<file path="src/rtl/sync_fifo_flex.sv">
// sync_fifo_flex: parametrised single-clock FIFO with occupancy count,
// programmable almost-full/almost-empty thresholds, overflow/underflow
// pulses and synchronous flush. Fullness is tracked by count, never by
// pointer equality, so DEPTH does not have to be a power of two.
// Optional feature: define SYNC_FIFO_FLEX_PARITY_EN to store an even-parity
// bit per entry and report mismatches on parity_err.
module sync_fifo_flex #(
    parameter int DATA_WIDTH = 8,
    parameter int DEPTH      = 8,
    parameter int AF_LEVEL   = DEPTH - 2,
    parameter int AE_LEVEL   = 2
) (
    input  logic                         clk,
    input  logic                         rst_n,
    input  logic                         wr_en,
    input  logic                         rd_en,
    input  logic                         flush,
    input  logic [DATA_WIDTH-1:0]        data_in,
    output logic [DATA_WIDTH-1:0]        data_out,
    output logic                         full,
    output logic                         empty,
    output logic                         almost_full,
    output logic                         almost_empty,
    output logic [$clog2(DEPTH+1)-1:0]   count,
    output logic                         overflow,
`ifdef SYNC_FIFO_FLEX_PARITY_EN
    output logic                         underflow,
    output logic                         parity_err
`else
    output logic                         underflow
`endif
);

    localparam int CW = $clog2(DEPTH + 1);
    localparam int PW = $clog2(DEPTH);
`ifdef SYNC_FIFO_FLEX_PARITY_EN
    localparam int MW = DATA_WIDTH + 1;
`else
    localparam int MW = DATA_WIDTH;
`endif

    localparam logic [CW-1:0] DEPTH_C  = CW'(DEPTH);
    localparam logic [CW-1:0] AF_C     = CW'(AF_LEVEL);
    localparam logic [CW-1:0] AE_C     = CW'(AE_LEVEL);
    localparam logic [PW-1:0] PTR_LAST = PW'(DEPTH - 1);

    logic [MW-1:0] mem [DEPTH];
    logic [PW-1:0] wr_ptr;
    logic [PW-1:0] rd_ptr;
    logic          wr_acc;
    logic          rd_acc;
    logic [CW-1:0] count_next;
    logic [MW-1:0] wr_word;
    logic [MW-1:0] rd_word;

    // Request acceptance, next occupancy and the words moving in/out of storage.
    // NOTE: every always_comb output gets a default first so no path can infer a latch.
    always_comb begin
        wr_acc     = wr_en & (~full | rd_en);
        rd_acc     = rd_en & ~empty;
        count_next = count;
        if (wr_acc && !rd_acc) begin
            count_next = count + 1'b1;
        end else if (rd_acc && !wr_acc) begin
            count_next = count - 1'b1;
        end
`ifdef SYNC_FIFO_FLEX_PARITY_EN
        wr_word = {^data_in, data_in};
`else
        wr_word = data_in;
`endif
        rd_word = mem[rd_ptr];
    end

    // Storage array: written only by accepted writes outside reset and flush.
    // NOTE: storage is deliberately not reset; the count guarantees stale words are never read.
    always_ff @(posedge clk) begin
        if (rst_n && !flush && wr_acc) begin
            mem[wr_ptr] <= wr_word;
        end
    end

    // Pointers, count, registered flags, error pulses and read data.
    // NOTE: sequential state uses non-blocking assignments so every register sees pre-edge values.
    always_ff @(posedge clk) begin
        if (!rst_n) begin
            wr_ptr       <= '0;
            rd_ptr       <= '0;
            count        <= '0;
            data_out     <= '0;
            full         <= 1'b0;
            empty        <= 1'b1;
            almost_full  <= 1'b0;
            almost_empty <= 1'b1;
            overflow     <= 1'b0;
            underflow    <= 1'b0;
`ifdef SYNC_FIFO_FLEX_PARITY_EN
            parity_err   <= 1'b0;
`endif
        end else if (flush) begin
            // Flush beats any same-cycle request; data_out keeps its last value.
            wr_ptr       <= '0;
            rd_ptr       <= '0;
            count        <= '0;
            full         <= 1'b0;
            empty        <= 1'b1;
            almost_full  <= 1'b0;
            almost_empty <= 1'b1;
            overflow     <= 1'b0;
            underflow    <= 1'b0;
`ifdef SYNC_FIFO_FLEX_PARITY_EN
            parity_err   <= 1'b0;
`endif
        end else begin
            if (wr_acc) begin
                wr_ptr <= (wr_ptr == PTR_LAST) ? '0 : wr_ptr + 1'b1;
            end
            if (rd_acc) begin
                rd_ptr   <= (rd_ptr == PTR_LAST) ? '0 : rd_ptr + 1'b1;
                data_out <= rd_word[DATA_WIDTH-1:0];
            end
            count        <= count_next;
            full         <= (count_next == DEPTH_C);
            empty        <= (count_next == '0);
            almost_full  <= (count_next >= AF_C);
            almost_empty <= (count_next <= AE_C);
            overflow     <= wr_en & ~wr_acc;
            underflow    <= rd_en & empty;
`ifdef SYNC_FIFO_FLEX_PARITY_EN
            parity_err   <= rd_acc & ((^rd_word[DATA_WIDTH-1:0]) != rd_word[DATA_WIDTH]);
`endif
        end
    end

endmodule
</file>
<file path="config.mk">
export PLATFORM = sky130hd
export DESIGN_NAME = sync_fifo_flex
export DESIGN_NICKNAME = d
export VERILOG_FILES = /design/src/rtl/sync_fifo_flex.sv
export SDC_FILE = /design/constraint.sdc
export NUM_CORES = 1
export LEC_CHECK = 0
export CORE_MARGIN = 1
export CORE_UTILIZATION = 34
export CTS_BUF_LIST = sky130_fd_sc_hd__clkbuf_16
export DETAILED_ROUTE_END_ITERATION = 16
export GPL_TIMING_DRIVEN = 0
export SYNTH_ARGS = -nofsm -noshare
export SYNTH_HDL_FRONTEND = slang
export SYNTH_SLANG_ARGS = --single-unit
</file>
<file path="constraint.sdc">
create_clock -name clk -period 3.1 [get_ports clk]
set_input_delay 0.62 -clock clk [delete_from_list [all_inputs] [get_ports clk]]
set_output_delay 0.62 -clock clk [all_outputs]
set_load 0.05 [all_outputs]
</file>
==> results.yml <==
status:
  outcome: "finished clean"
placed_design:
  place.gp.congestion: 0.767
  dp_cells: 380
  postPlaceCellArea_um2: 3990
  portBuffers: 29
  pre_cts_slack_ns: -0.127
  dpl.hpwl_mm: 4.31
yosys:
  ys_seq_area_share_pct: 68.1
  synth-warning-count: 0
  synth_flop_cell: "edfxtp_1"
  ys_ff_latch: 88
  synth_area_leader_cell: "edfxtp_1"
  syn_inst: 218
  synth_edf_count: 64
  syn_avg_cell_area_um2: 16.2
  yosys-top-cells-area: "edfxtp_1, dfxtp_1, mux4_2, mux2i_1, o211a_1"
  yosysTopAreaCellShare_pct: 54.5
  syn_nets: 237
  synthTopCellsByCount: "edfxtp_1, dfxtp_1, mux4_2, nand2_1, nor2_1"
  ys_types: 39
  synthArstFlopShare_pct: 0
  syn_area_um2: 3530
  yosysMostFrequentCell: "edfxtp_1"
die:
  die-area_um2: 10800
  dieHeight_um: 104
  die_x_um: 104
  io_pins: 31
  start_util_pct: 35.6
  core_area_um2: 9910
  rows: 36
power_and_ir_drop:
  leakagePower_nw: 1.51
  power.density_nw_per_um2: 596
  combinationalPowerShare_pct: 5.3
  p_clk_share_pct: 44.8
  peakVddDrop_uv: 361
  seqPwrFrac_pct: 49.9
  cellInternalPower_w: 0.00204
  power.switching_w: 0.000534
  sw_frac_of_total_pct: 20.8
  power_w: 0.00257
critical_path:
  cp.arrival_ns: 2.79
  critical_path_class: "primary input to flip-flop"
  reg2reg_to: "mem[0][3]"
  crit_buf_inv: 2
  cp.required_ns: 3.05
  cp-endpoint: "mem[0][3]"
  cp_cell_sequence: "clkdlybuf4s50_1 > buf_2 > nand2_1 > or3_1 > nor3_2"
  r2r_start: "full"
  crit_family: "simple AND/OR/NAND/NOR gates"
  cp_slowest_cell: "nor3_2"
  crit_path_start_kind: "primary input"
  end_kind: "flip-flop"
  r2r_cells: 5
  rrSetupSlack_ns: 0.85
  crit_start: "wr_en"
  cp.depth: 5
  crit_fanout: 10
  max_stage_delay_ns: 0.73
cts:
  cts_tree: "yes"
  cts_buffers: 9
  cts-root-buf: "clkbuf_16"
  insertion_delay_ns: 0.34
  clock-sinks: 88
  cts_buffer_depth: 2
  cts_hold_buf: 0
  cts_setup_buffers: 0
  htreeDepth: 3
  clkTransAtPathRegs_ns: 0.06
  ctsResizeCount: 0
sta:
  fin_ws_ns: 0.264
  fmax_ghz: 0.353
  period_share_pct: 91.5
  finClkSkew_ns: 0.0102
  hold_viol: 0
  worst_slew_pin_slew_ns: 0.938
  max_slew_margin_pct: 37.2
  slew_violations: 0
  setup_viol: 0
  rsz0062_at_grt: "false"
  min_period_ns: 2.84
cells_and_area:
  antennaDiodeCount: 0
  drive_gt1_share_pct: 17.5
  fill_cells: 884
  stdcell_count: 396
  final_util_pct: 43.5
  syn2layout_area_growth_pct: 22.3
  postLayoutCellArea_um2: 4320
  num-nets-final: 277
global_route:
  grt_use_total_pct: 13.4
  grt_pass1_vias: 1913
  grt_max_degree: 16
  gr-total-overflow: 0
  antenna_found_initial: 0
  grt_pass1_wl_mm: 10.6
detailed_routing:
  wl_mm: 6.58
  first_iter_violations: 104
  drt-pass1-iter-count: 5
  antenna_left: 0
  drt-wirelength-per-cell_um: 16.6
  drc_errors: 0
  via_per_inst: 5.00
  vias: 1980
hold_path:
  min_from: "data_out[4]"
  hp-class: "flip-flop to flip-flop"
run:
  cap_violations: 0
-- power by group through the flow --
stage / registers, W / clock network [W] / logic (W)
finish: 0.00128 / 0.00115 / 0.000135
global route: 0.00128 / 0.00122 / 0.000147
CTS: 0.00128 / 0.00117 / 0.000136
detailed placement: 0.00131 / 0 / 0.000136
global placement: 0.00131 / 0 / 0.000134
floorplan: 0.00133 / 0 / 0.0000549
-- cell usage in the layout (no fill, tap or decap), types with 2 or more instances in the layout --
cell type / Yosys / final
nand2_1: 14 / 14
nand3_1: 3 / 3
nor2_1: 14 / 14
bufinv_16: 0 / 2
mux2i_1: 10 / 10
nor3_1: 7 / 5
nand2b_1: 7 / 7
dfxtp_1: 24 / 24
a222oi_1: 2 / 2
clkdlybuf4s50_1: 0 / 29
buf_4: 2 / 2
xnor2_1: 2 / 2
buf_2: 4 / 4
o211a_1: 8 / 8
a21oi_1: 7 / 7
edfxtp_1: 64 / 64
nand4_1: 2 / 2
inv_1: 3 / 4
nor3_2: 0 / 2
ha_1: 6 / 6
clkbuf_16: 0 / 9
clkbuf_1: 3 / 3
mux4_2: 16 / 16
-- stage by stage --
stage                     hold slack [ns]  setup TNS [ns]
after global routing                0.523               0
after detailed placement            0.487           -2.78
after CTS                           0.501               0
final                               0.495               0
after floorplan                     0.498               0
after global placement              0.480           -8.36
-- final cells by class --
class	instances	area, um2	area share (%)
well taps	133	166	3.86
clock buffers	9	225	5.22
clock inverters	7	96.3	2.23
plain buffers	11	61.3	1.42
inverters	3	11.3	0.261
multi-input cells	116	1060	24.6
repair buffers	29	290	6.73
flip-flops and latches	88	2400	55.7
-- state kept, by name, summed over array words and instances (netlist names) --
name	count
almost_empty	1
almost_full	1
count	4
data_out	8
empty	1
full	1
mem	64
overflow	1
rd_ptr	3
underflow	1
wr_ptr	3
-- cell families (layout without fill, tap and decap cells) --
logic type	Yosys count	after routing	synth area share (%)
AOI/OAI and AO/OA	25	25	5.75
DFF	88	88	68.1
buffers and inverters	14	59	2.06
muxes	27	27	13.4
and+or+nand+nor	56	56	8.02
adders and majority gates	6	6	2.13
xor gates and xnor gates	2	2	0.497
-- worst reg2reg max path: cells and delay by family (launching register included) --
| family | cells | cell delay (ns) |
|---|---|---|
| DFF | 1 | 0.34 |
| and+or+nand+nor | 4 | 1.38 |
| buffers and inverters | 1 | 0.14 |
-- metal layers --
metal / global-route usage (%) / vias to the layer above / wire (um)
met5: 0 / - / 0
met4: 5.51 / 0 / 89
met3: 3.57 / 6 / 342
met2: 21.5 / 55 / 3260
met1: 17.1 / 993 / 2890
li1: - / 926 / -
-- worst min path at each step --
stage                              to  depth (start not counted)  slack (ns)
after CTS                 data_out[4]                          1        0.50
after detailed placement  data_out[4]                          1        0.49
after floorplan             wr_ptr[1]                          2        0.50
after global placement    data_out[5]                          1        0.48
after global routing      data_out[6]                          1        0.52
final                     data_out[4]                          1        0.50
Power figures use the tool's default switching activity.
